==> src/rtl/async_fifo_wr_ctrl.sv <==
// async_fifo_wr_ctrl: write-side pointer, full/almost-full and fill-level controller for the async FIFO
// Define FIFO_WR_OVERFLOW_EN to add the sticky o_overflow flag for writes attempted while full.
module async_fifo_wr_ctrl #(
  parameter int ADDR_WIDTH  = 4,
  parameter int SYNC_STAGES = 2,
  parameter int AF_LEVEL    = 2
) (
  input  logic                  clk,
  input  logic                  reset_n,
  input  logic                  i_wr_en,
  input  logic [ADDR_WIDTH:0]   iv_rd_gray,
  output logic                  o_ram_we,
  output logic [ADDR_WIDTH-1:0] ov_ram_waddr,
  output logic [ADDR_WIDTH:0]   ov_wr_gray,
  output logic                  o_full,
  output logic                  o_almost_full,
  output logic [ADDR_WIDTH:0]   ov_wr_count
`ifdef FIFO_WR_OVERFLOW_EN
  ,
  output logic                  o_overflow
`endif
);
  localparam int PW    = ADDR_WIDTH + 1;
  localparam int DEPTH = 1 << ADDR_WIDTH;
  logic [PW-1:0] wr_bin_q, wr_bin_d, wr_gray_q, wr_gray_d, count_q, count_d, free_d;
  logic [PW-1:0] sync_q [SYNC_STAGES];
  logic [PW-1:0] sync_d [SYNC_STAGES];
  logic [PW-1:0] rd_gray_s, rd_bin_s;
  logic          full_q, full_d, af_q, af_d, accept;
  // accept is gated by reset_n so no RAM write can slip out while reset is held
  always_comb begin
    accept    = i_wr_en & ~full_q & reset_n;
    wr_bin_d  = wr_bin_q + PW'(accept);
    wr_gray_d = wr_bin_d ^ (wr_bin_d >> 1);
    sync_d[0] = iv_rd_gray;
    for (int i = 1; i < SYNC_STAGES; i++) sync_d[i] = sync_q[i-1];
    rd_gray_s = sync_q[SYNC_STAGES-1];
    rd_bin_s  = '0;
    for (int i = 0; i < PW; i++) rd_bin_s[i] = ^(rd_gray_s >> i);
    full_d    = wr_gray_d == {~rd_gray_s[PW-1:PW-2], rd_gray_s[PW-3:0]};
    count_d   = wr_bin_d - rd_bin_s;
    free_d    = PW'(DEPTH) - count_d;
    af_d      = free_d <= PW'(AF_LEVEL);
  end
  always_ff @(posedge clk or negedge reset_n) begin
    if (!reset_n) begin
      wr_bin_q  <= '0;
      wr_gray_q <= '0;
      count_q   <= '0;
      full_q    <= 1'b0;
      af_q      <= 1'b0;
      for (int i = 0; i < SYNC_STAGES; i++) sync_q[i] <= '0;
    end else begin
      wr_bin_q  <= wr_bin_d;
      wr_gray_q <= wr_gray_d;
      count_q   <= count_d;
      full_q    <= full_d;
      af_q      <= af_d;
      for (int i = 0; i < SYNC_STAGES; i++) sync_q[i] <= sync_d[i];
    end
  end
  assign o_ram_we      = accept;
  assign ov_ram_waddr  = wr_bin_q[ADDR_WIDTH-1:0];
  assign ov_wr_gray    = wr_gray_q;
  assign o_full        = full_q;
  assign o_almost_full = af_q;
  assign ov_wr_count   = count_q;
`ifdef FIFO_WR_OVERFLOW_EN
  logic ovf_q, ovf_d;
  always_comb ovf_d = ovf_q | (i_wr_en & full_q);
  always_ff @(posedge clk or negedge reset_n) begin
    if (!reset_n) ovf_q <= 1'b0;
    else ovf_q <= ovf_d;
  end
  assign o_overflow = ovf_q;
`endif
endmodule
==> config.mk <==
export PLATFORM = sky130hd
export DESIGN_NAME = async_fifo_wr_ctrl
export DESIGN_NICKNAME = d
export VERILOG_FILES = /design/src/rtl/async_fifo_wr_ctrl.sv
export SDC_FILE = /design/constraint.sdc
export NUM_CORES = 1
export LEC_CHECK = 0
export CORE_MARGIN = 8
export CORE_UTILIZATION = 54
export CTS_CLUSTER_SIZE = 14
export DETAILED_ROUTE_END_ITERATION = 10
export PLACE_DENSITY_LB_ADDON = 0.15
export SKIP_CTS_REPAIR_TIMING = 1
export SYNTH_ARGS = -nofsm -noshare
export SYNTH_HDL_FRONTEND = slang
export SYNTH_SLANG_ARGS = --single-unit
export TNS_END_PERCENT = 100
==> constraint.sdc <==
create_clock -name clk -period 8.2 [get_ports clk]
set_input_delay 1.64 -clock clk [delete_from_list [all_inputs] [get_ports clk]]
set_output_delay 1.64 -clock clk [all_outputs]
set_load 0.03 [all_outputs]
Word-level counts from Yosys, hierarchy flattened:

Cells that the tools add are included.

* $add $sub $neg: 3
* magnitude comparators: 1
* equality and inequality tests: 1
* bitwise logic cells: 5
* reductions and logical operators: 5

Operators with widths (number)
* 5-bit parity: 5
* 5-bit by 1-bit adder with 5-bit output: 1
* 5-bit == test: 1
* 5-bit by 2-bit <= comparator with 1-bit output, second input constant: 1
* 5-bit subtractor: 1
* 5-bit subtractor, first input constant: 1
* 5-bit by 4-bit bitwise XOR with 5-bit output: 1
* 1-bit AND: 2
* 2-bit inverter: 1
* 1-bit inverter: 1

* flip-flop bits (word level): 27
* input port bits: 8
* word-level logic and storage cells: 22

Logic depth before layout (Yosys ltp):

Gate-level depths: netlist of the first run.

* depth after elaboration: 7
* gate-level depth with buffers: 13
* gate-level depth less buffers: 13

Worst setup path before layout of the first run:

No wires, ideal clock.

* kind: input-to-reg
* start: input port reset_n
* end: register af_q (netlist: o_almost_full)
* library setup time: 0.079 ns
* data arrival time: 4.303 ns
* data required time: 8.121 ns
* path slack: 3.817 ns
* stages: 13
* path buffers: 0
* cell sequence: nand2_1 -> nor2_1 -> ha_1 -> ha_1 -> xor2_1 -> xor2_1 -> ha_1 -> inv_1 -> ha_1 -> nand2b_1 -> nand4_1 -> or3_1 -> mux2i_1

* word-level cells in the longest chain between the ends: 5

Ends and longest elaborated chain
* from (decl): RTL line 9 `input logic reset_n,`
* 1-bit AND: RTL line 32 `accept = i_wr_en & ~full_q & reset_n;`
* via o_ram_we: RTL line 12 `output logic o_ram_we,`
* 5-bit by 1-bit adder with 5-bit output: RTL line 33 `wr_bin_d = wr_bin_q + PW'(accept);`
* 5-bit subtractor: RTL line 41 `count_d = wr_bin_d - rd_bin_s;`
* via count_d[1]: RTL line 25 `logic [PW-1:0] wr_bin_q, wr_bin_d, wr_gray_q, wr_gray_d, count_q, count_d, free_d;`
* 5-bit subtractor: RTL line 42 `free_d = PW'(DEPTH) - count_d;`
* 5-bit by 2-bit <= comparator with 1-bit output: RTL line 43 `af_d = free_d <= PW'(AF_LEVEL);`
* via af_d: RTL line 29 `logic full_q, full_d, af_q, af_d, accept;`
* to (signal assigned): RTL line 51 `af_q <= 1'b0;`
* to (signal assigned): RTL line 58 `af_q <= af_d;`
* to (decl): RTL line 29

The timed path passes the listed nets, and every way through them passes these cells.

Final worst setup path of the first run:

* start: input port reset_n
* end: output port o_ram_we

* word-level cells in the longest chain between the ends: 1

Ends and longest elaborated chain (RTL line)
* 1-bit AND: 32
* to (decl): 12

Every way passes these cells.

==> reports/qor.yml, run 1 <==
path_class: "in -> out"
hp-class: "reg -> reg"
whs_endpoint: "rd_gray_s[0]"
path_cells: "clkdlybuf4s50_1 > buf_4 > nand2_1 > nor2_1 > clkdlybuf4s50_1"
clock_latency_ps: 310
max_cap_violations: 0
initial_utilization: 0.567
worst_pin_slew_ps: 596
final_nets: 150
antenna_cells: 0
ir_worst_vdd_mv: 0.256
cts-root-buf: "clkbuf_4"
yosysUniqueCellTypes: 25
status: "finished, final reports clean"
hold_slack_ps: 367
fp.dieW_microns: 64.0
period_needed_ps: 5050
p_leak_uw: 0.000692
final_layout_size_suffix_gt1_frac: 0.0687
synth_top_area_share: 0.524
drt-total-wl_microns: 2190
grt.total_usage: 0.112
rrSetupSlack_ps: 5160
clock_path_buffers: 2
post_drt_wl_per_cell_microns: 13.7
rsz0062_at_grt: "no"
crit_top_cell: "clkdlybuf4s50_1"
portBuffers: 24
yosysWarningCount: 0
syn_area_sq_um: 1240
worst_ep_required_time_ps: 6560
cpPeakStageDelay_ps: 730
rr_worst_depth: 12
hold_violations: 0
cts_tree: "built"
ys_top_cells_by_area: "dfrtp_1 52%, ha_1 9.1%, xnor2_1 7.8%, xor2_1 6.3%, nand3_1 2.4%"
syn2layout_area_growth_pct: 24.6
holdPathStages: 0
synth-seq-cells: 26
finalSetupTns_ps: 0
skew_ps: 11.7
syn-instance-count: 103
slew_viol_final: 0
ioPinCount: 25
cp_slowest_cell: "clkdlybuf4s50_1"
syn_avg_cell_area_sq_um: 12.1
place.gp.congestion: 0.768
dieArea_sq_um: 4090
ant_nets: 0
numCtsBuffers: 3
setup.worst_path.start_class: "primary input"
min-delay-start: "sync_d[0]"
fp.dieH_microns: 64.0
grt-ovfl-total: 0
relSlewSlack: 0.592
min_period_over_period: 0.616
yosysSeqAreaShare: 0.524
grt_first_pass_wirelength_microns: 3710
synth_area_leader_cell: "dfrtp_1"
core_area_sq_um: 2190
crit_fanout: 27
rows: 17
route.vias.total: 805
drt-initial-drc-count: 17
timing.fmax_mhz: 198
htreeDepth: 1
reg2reg_to: "o_almost_full"
grt_max_degree: 28
first_pass_iters: 4
clock_sinks: 26
drc: 0
dpl.hpwl_microns: 1800
antenna_found_initial: 0
synthesis.nets: 120
endpoint_kind: "output pin"
grt_pass1_vias: 821
r2r_start: "rd_gray_s[4]"
clk_pin_slew_ps: 120
setup_viol_count_final: 0
worstPathArrival_ps: 3410
vias_per_cell: 5.06
power.density_nw_per_um2: 457
-- state kept, by name, summed over array words and instances, names as in the netlist --
name	flops
rd_gray_s	5
sync_d	5
wr_bin_q	5
ov_wr_count	5
o_almost_full	1
ov_wr_gray	4
o_full	1
-- worst max-delay path: cells and delay by family --
kind | cells | cell delay (ps)
and+or+nand+nor | 2 | 270
buffers and inverters | 3 | 1490
-- synthesized netlist by cell type, drive strengths merged --
| master | count |
|---|---|
| dfrtp | 26 |
| xnor2 | 11 |
| xor2 | 10 |
| ha | 9 |
| inv | 8 |
| nand2 | 6 |
| nand3 | 6 |
| a21oi | 3 |
| nand2b | 3 |
| o21ai | 3 |
| a211oi | 2 |
| mux2i | 2 |
| nand4 | 2 |
| nor2 | 2 |
| or3 | 2 |
| a2111oi | 1 |
| a221o | 1 |
| a31oi | 1 |
| and2 | 1 |
| mux2 | 1 |
| nor3 | 1 |
| or2 | 1 |
| xnor3 | 1 |
-- worst max path at each step --
stage               slack (ps)            end    start
detailed placement        3110       o_ram_we  reset_n
global route              3020       o_ram_we  reset_n
global placement          3180       o_ram_we  reset_n
floorplan                 3820  o_almost_full  reset_n
finish                    3150       o_ram_we  reset_n
CTS                       3110       o_ram_we  reset_n
-- cell type report --
cell class | instances | area, sq um
multi-input cells | 69 | 562
well taps | 28 | 35.0
repair buffers | 25 | 248
fillers | 166 | 643
inverters | 8 | 30.0
flip-flops and latches | 26 | 651
clock buffers | 3 | 22.5
-- cells in the final DEF (no fill, tap or decap), drive strengths merged, types with 3 or more instances in the layout --
cell,Yosys,layout
o21ai,3,3
clkbuf,0,3
xor2,10,10
nand2,6,6
dfrtp,26,26
ha,9,9
nand2b,3,3
xnor2,11,11
nand3,6,6
a21oi,3,3
clkdlybuf4s50,0,24
inv,8,8
-- report_power, final --
part / switching, uW / internal, uW / leakage [uW] / total, uW
sequential: 22.9 / 171 / 0.000310 / 194
combinational: 267 / 195 / 0.000369 / 463
clock: 33.3 / 17.1 / 0.0000138 / 50.4
-- logic make-up (layout without fill, tap and decap cells) --
kind of cell | count (synthesis) | after routing | share of synthesized area
compound gates | 11 | 11 | 0.0655
xor+xnor | 22 | 22 | 0.173
fa+ha+maj | 9 | 9 | 0.0906
buf+inv | 8 | 36 | 0.0242
flops | 26 | 26 | 0.524
mux | 3 | 3 | 0.0252
simple gates | 24 | 24 | 0.0977
-- metal layers --
layer | wire length [microns] | track usage | vias to the layer above
met5 | 0 | 0 | -
met1 | 892 | 0.122 | 380
met2 | 1130 | 0.198 | 21
li1 | - | - | 402
met4 | 16 | 0.0418 | 0
met3 | 145 | 0.0348 | 2
-- stage by stage --
step | cell area [sq um] | total power, uW | setup WS [ps] | utilization | instances
after floorplan | 1240 | 526 | 3820 | - | 103
after global placement | 1530 | 646 | 3180 | 0.696 | 156
after detailed placement | 1530 | 665 | 3110 | 0.696 | 156
after CTS | 1550 | 715 | 3110 | 0.706 | 159
after global routing | 1550 | 769 | 3020 | 0.706 | 159
final | 1550 | 707 | 3150 | 0.706 | 159
(Power assumes the default switching activity.)
==> inputs of run 2 (changes only) <==
--- a/config.mk
+++ b/config.mk
@@ -6,7 +6,7 @@
 export NUM_CORES = 1
 export LEC_CHECK = 0
 export CORE_MARGIN = 8
-export CORE_UTILIZATION = 54
+export CORE_UTILIZATION = 50
 export CTS_CLUSTER_SIZE = 14
 export DETAILED_ROUTE_END_ITERATION = 10
 export PLACE_DENSITY_LB_ADDON = 0.15
==> constraint.sdc (replaced) <==
create_clock -name clk -period 4.67 [get_ports clk]
set_input_delay 0.934 -clock clk [delete_from_list [all_inputs] [get_ports clk]]
set_output_delay 0.934 -clock clk [all_outputs]
set_load 0.03 [all_outputs]
==> reports/qor.yml, run 2 (synthesized netlist as in run 1, its figures left out) <==
drt-initial-drc-count: 24
setup.worst_path.start_class: "primary input"
mostFrequentLayoutCells: "26 x dfrtp_1, 24 x clkdlybuf4s50_1, 11 x xnor2_1"
path_delay_family: "adder cells"
clock_path_buffers: 2
antenna_cells: 0
final_layout_size_suffix_gt1_frac: 0.0687
first_pass_iters: 4
reg2reg_to: "o_almost_full"
ant_nets: 0
clock_sinks: 26
min_period_over_period: 0.790
cts-root-buf: "clkbuf_4"
numCtsBuffers: 3
dieArea_sq_um: 4340
grt.total_usage: 0.112
whs_endpoint: "rd_gray_s[1]"
htreeDepth: 1
rsz0062_at_grt: "no"
dpl.hpwl_microns: 1730
cp_slowest_cell: "clkdlybuf4s50_1"
core_area_sq_um: 2410
p_leak_uw: 0.000692
clock_latency_ps: 300
cts_tree: "built"
min-delay-start: "sync_d[1]"
power.density_nw_per_um2: 800
hp-class: "reg -> reg"
ir_worst_vdd_mv: 0.480
hold_violations: 0
ioPinCount: 25
grt-ovfl-total: 0
place.gp.congestion: 0.775
worst_pin_slew_ps: 595
setup_viol_count_final: 0
syn2layout_area_growth_pct: 24.8
crit_buf_inv: 2
clk_pin_slew_ps: 120
finalSetupTns_ps: 0
path_cells: "clkdlybuf4s50_1 > nand2_1 > nor2_1 > ha_1 > ha_1 > xor2_1 > xor2_1 > ha_1 > inv_1 > ha_1 > nand2b_1 > nand4_1 > or3_1 > mux2i_1"
antenna_found_initial: 0
relSlewSlack: 0.602
path_class: "in -> reg"
hold_slack_ps: 363
fp.dieW_microns: 65.9
status: "finished, final reports clean"
fp.dieH_microns: 65.9
grt_pass1_vias: 884
cpPeakStageDelay_ps: 510
period_needed_ps: 3690
timing.fmax_mhz: 271
vias_per_cell: 5.09
crit_top_cell: "ha_1"
r2r_start: "rd_gray_s[4]"
initial_utilization: 0.516
skew_ps: 2.15
final_nets: 150
holdPathStages: 0
drc: 0
route.vias.total: 820
slew_viol_final: 0
max_cap_violations: 0
drt-total-wl_microns: 2180
crit_fanout: 3
rows: 18
rrSetupSlack_ps: 1650
rr_worst_depth: 12
portBuffers: 24
grt_max_degree: 27
grt_first_pass_wirelength_microns: 3890
post_drt_wl_per_cell_microns: 13.5
endpoint_kind: "flop"
worstPathArrival_ps: 3930
layout_commonest_cell: "dfrtp_1"
worst_ep_required_time_ps: 4910
==> run 2: cell counts in the layout (fill, tap and decap cells not counted) <==
No cell type changed its count.
==> run 2: area by class of cell <==
cell class	count	area [sq um]
fill	190	860
sequential	26	651
multi-input combinational	69	562
timing repair buffer	25	248
tap	30	37.5
inverter	8	30.0
clock buffer	3	22.5
==> run 2: worst reg2reg max path, stage by stage, from the launching register on <==
cell	delay [ps]
dfrtp_1	460
xnor3_2	510
xor2_2	310
xnor2_1	170
ha_1	160
inv_1	60
ha_1	300
inv_1	80
ha_1	270
nand2b_1	90
nand4_1	100
or3_1	310
mux2i_1	130
==> run 2: stage by stage <==
stage	total power (uW)	util	instances	setup slack, ps	area [sq um]
after floorplan	923	-	103	993	1240
after global placement	1140	0.634	158	737	1530
after detailed placement	1170	0.634	158	644	1530
after CTS	1260	0.643	161	962	1550
after global routing	1350	0.643	161	738	1550
final	1240	0.643	161	980	1550
==> run 2: worst max path at each step <==
stage / start / endpoint / slack, ps / cells after the start
floorplan: reset_n / o_almost_full / 990 / 13
global placement: reset_n / o_almost_full / 740 / 14
detailed placement: reset_n / o_almost_full / 640 / 14
CTS: reset_n / o_almost_full / 960 / 14
global route: reset_n / o_almost_full / 740 / 14
finish: reset_n / o_almost_full / 980 / 14
==> run 2: metal layers <==
metal	vias to the layer above	global-route usage	part of all wire
met5	-	0	0
met4	0	0.0490	0.0073
met3	2	0.0305	0.062
met2	20	0.184	0.47
met1	395	0.135	0.46
li1	403	-	-
==> run 2: where the power goes <==
group | switching (uW) | internal (uW) | total [uW]
Clock | 58.4 | 30.1 | 88.5
Combinational | 470 | 342 | 812
Sequential | 39.8 | 301 | 340
Total | 568 | 673 | 1240
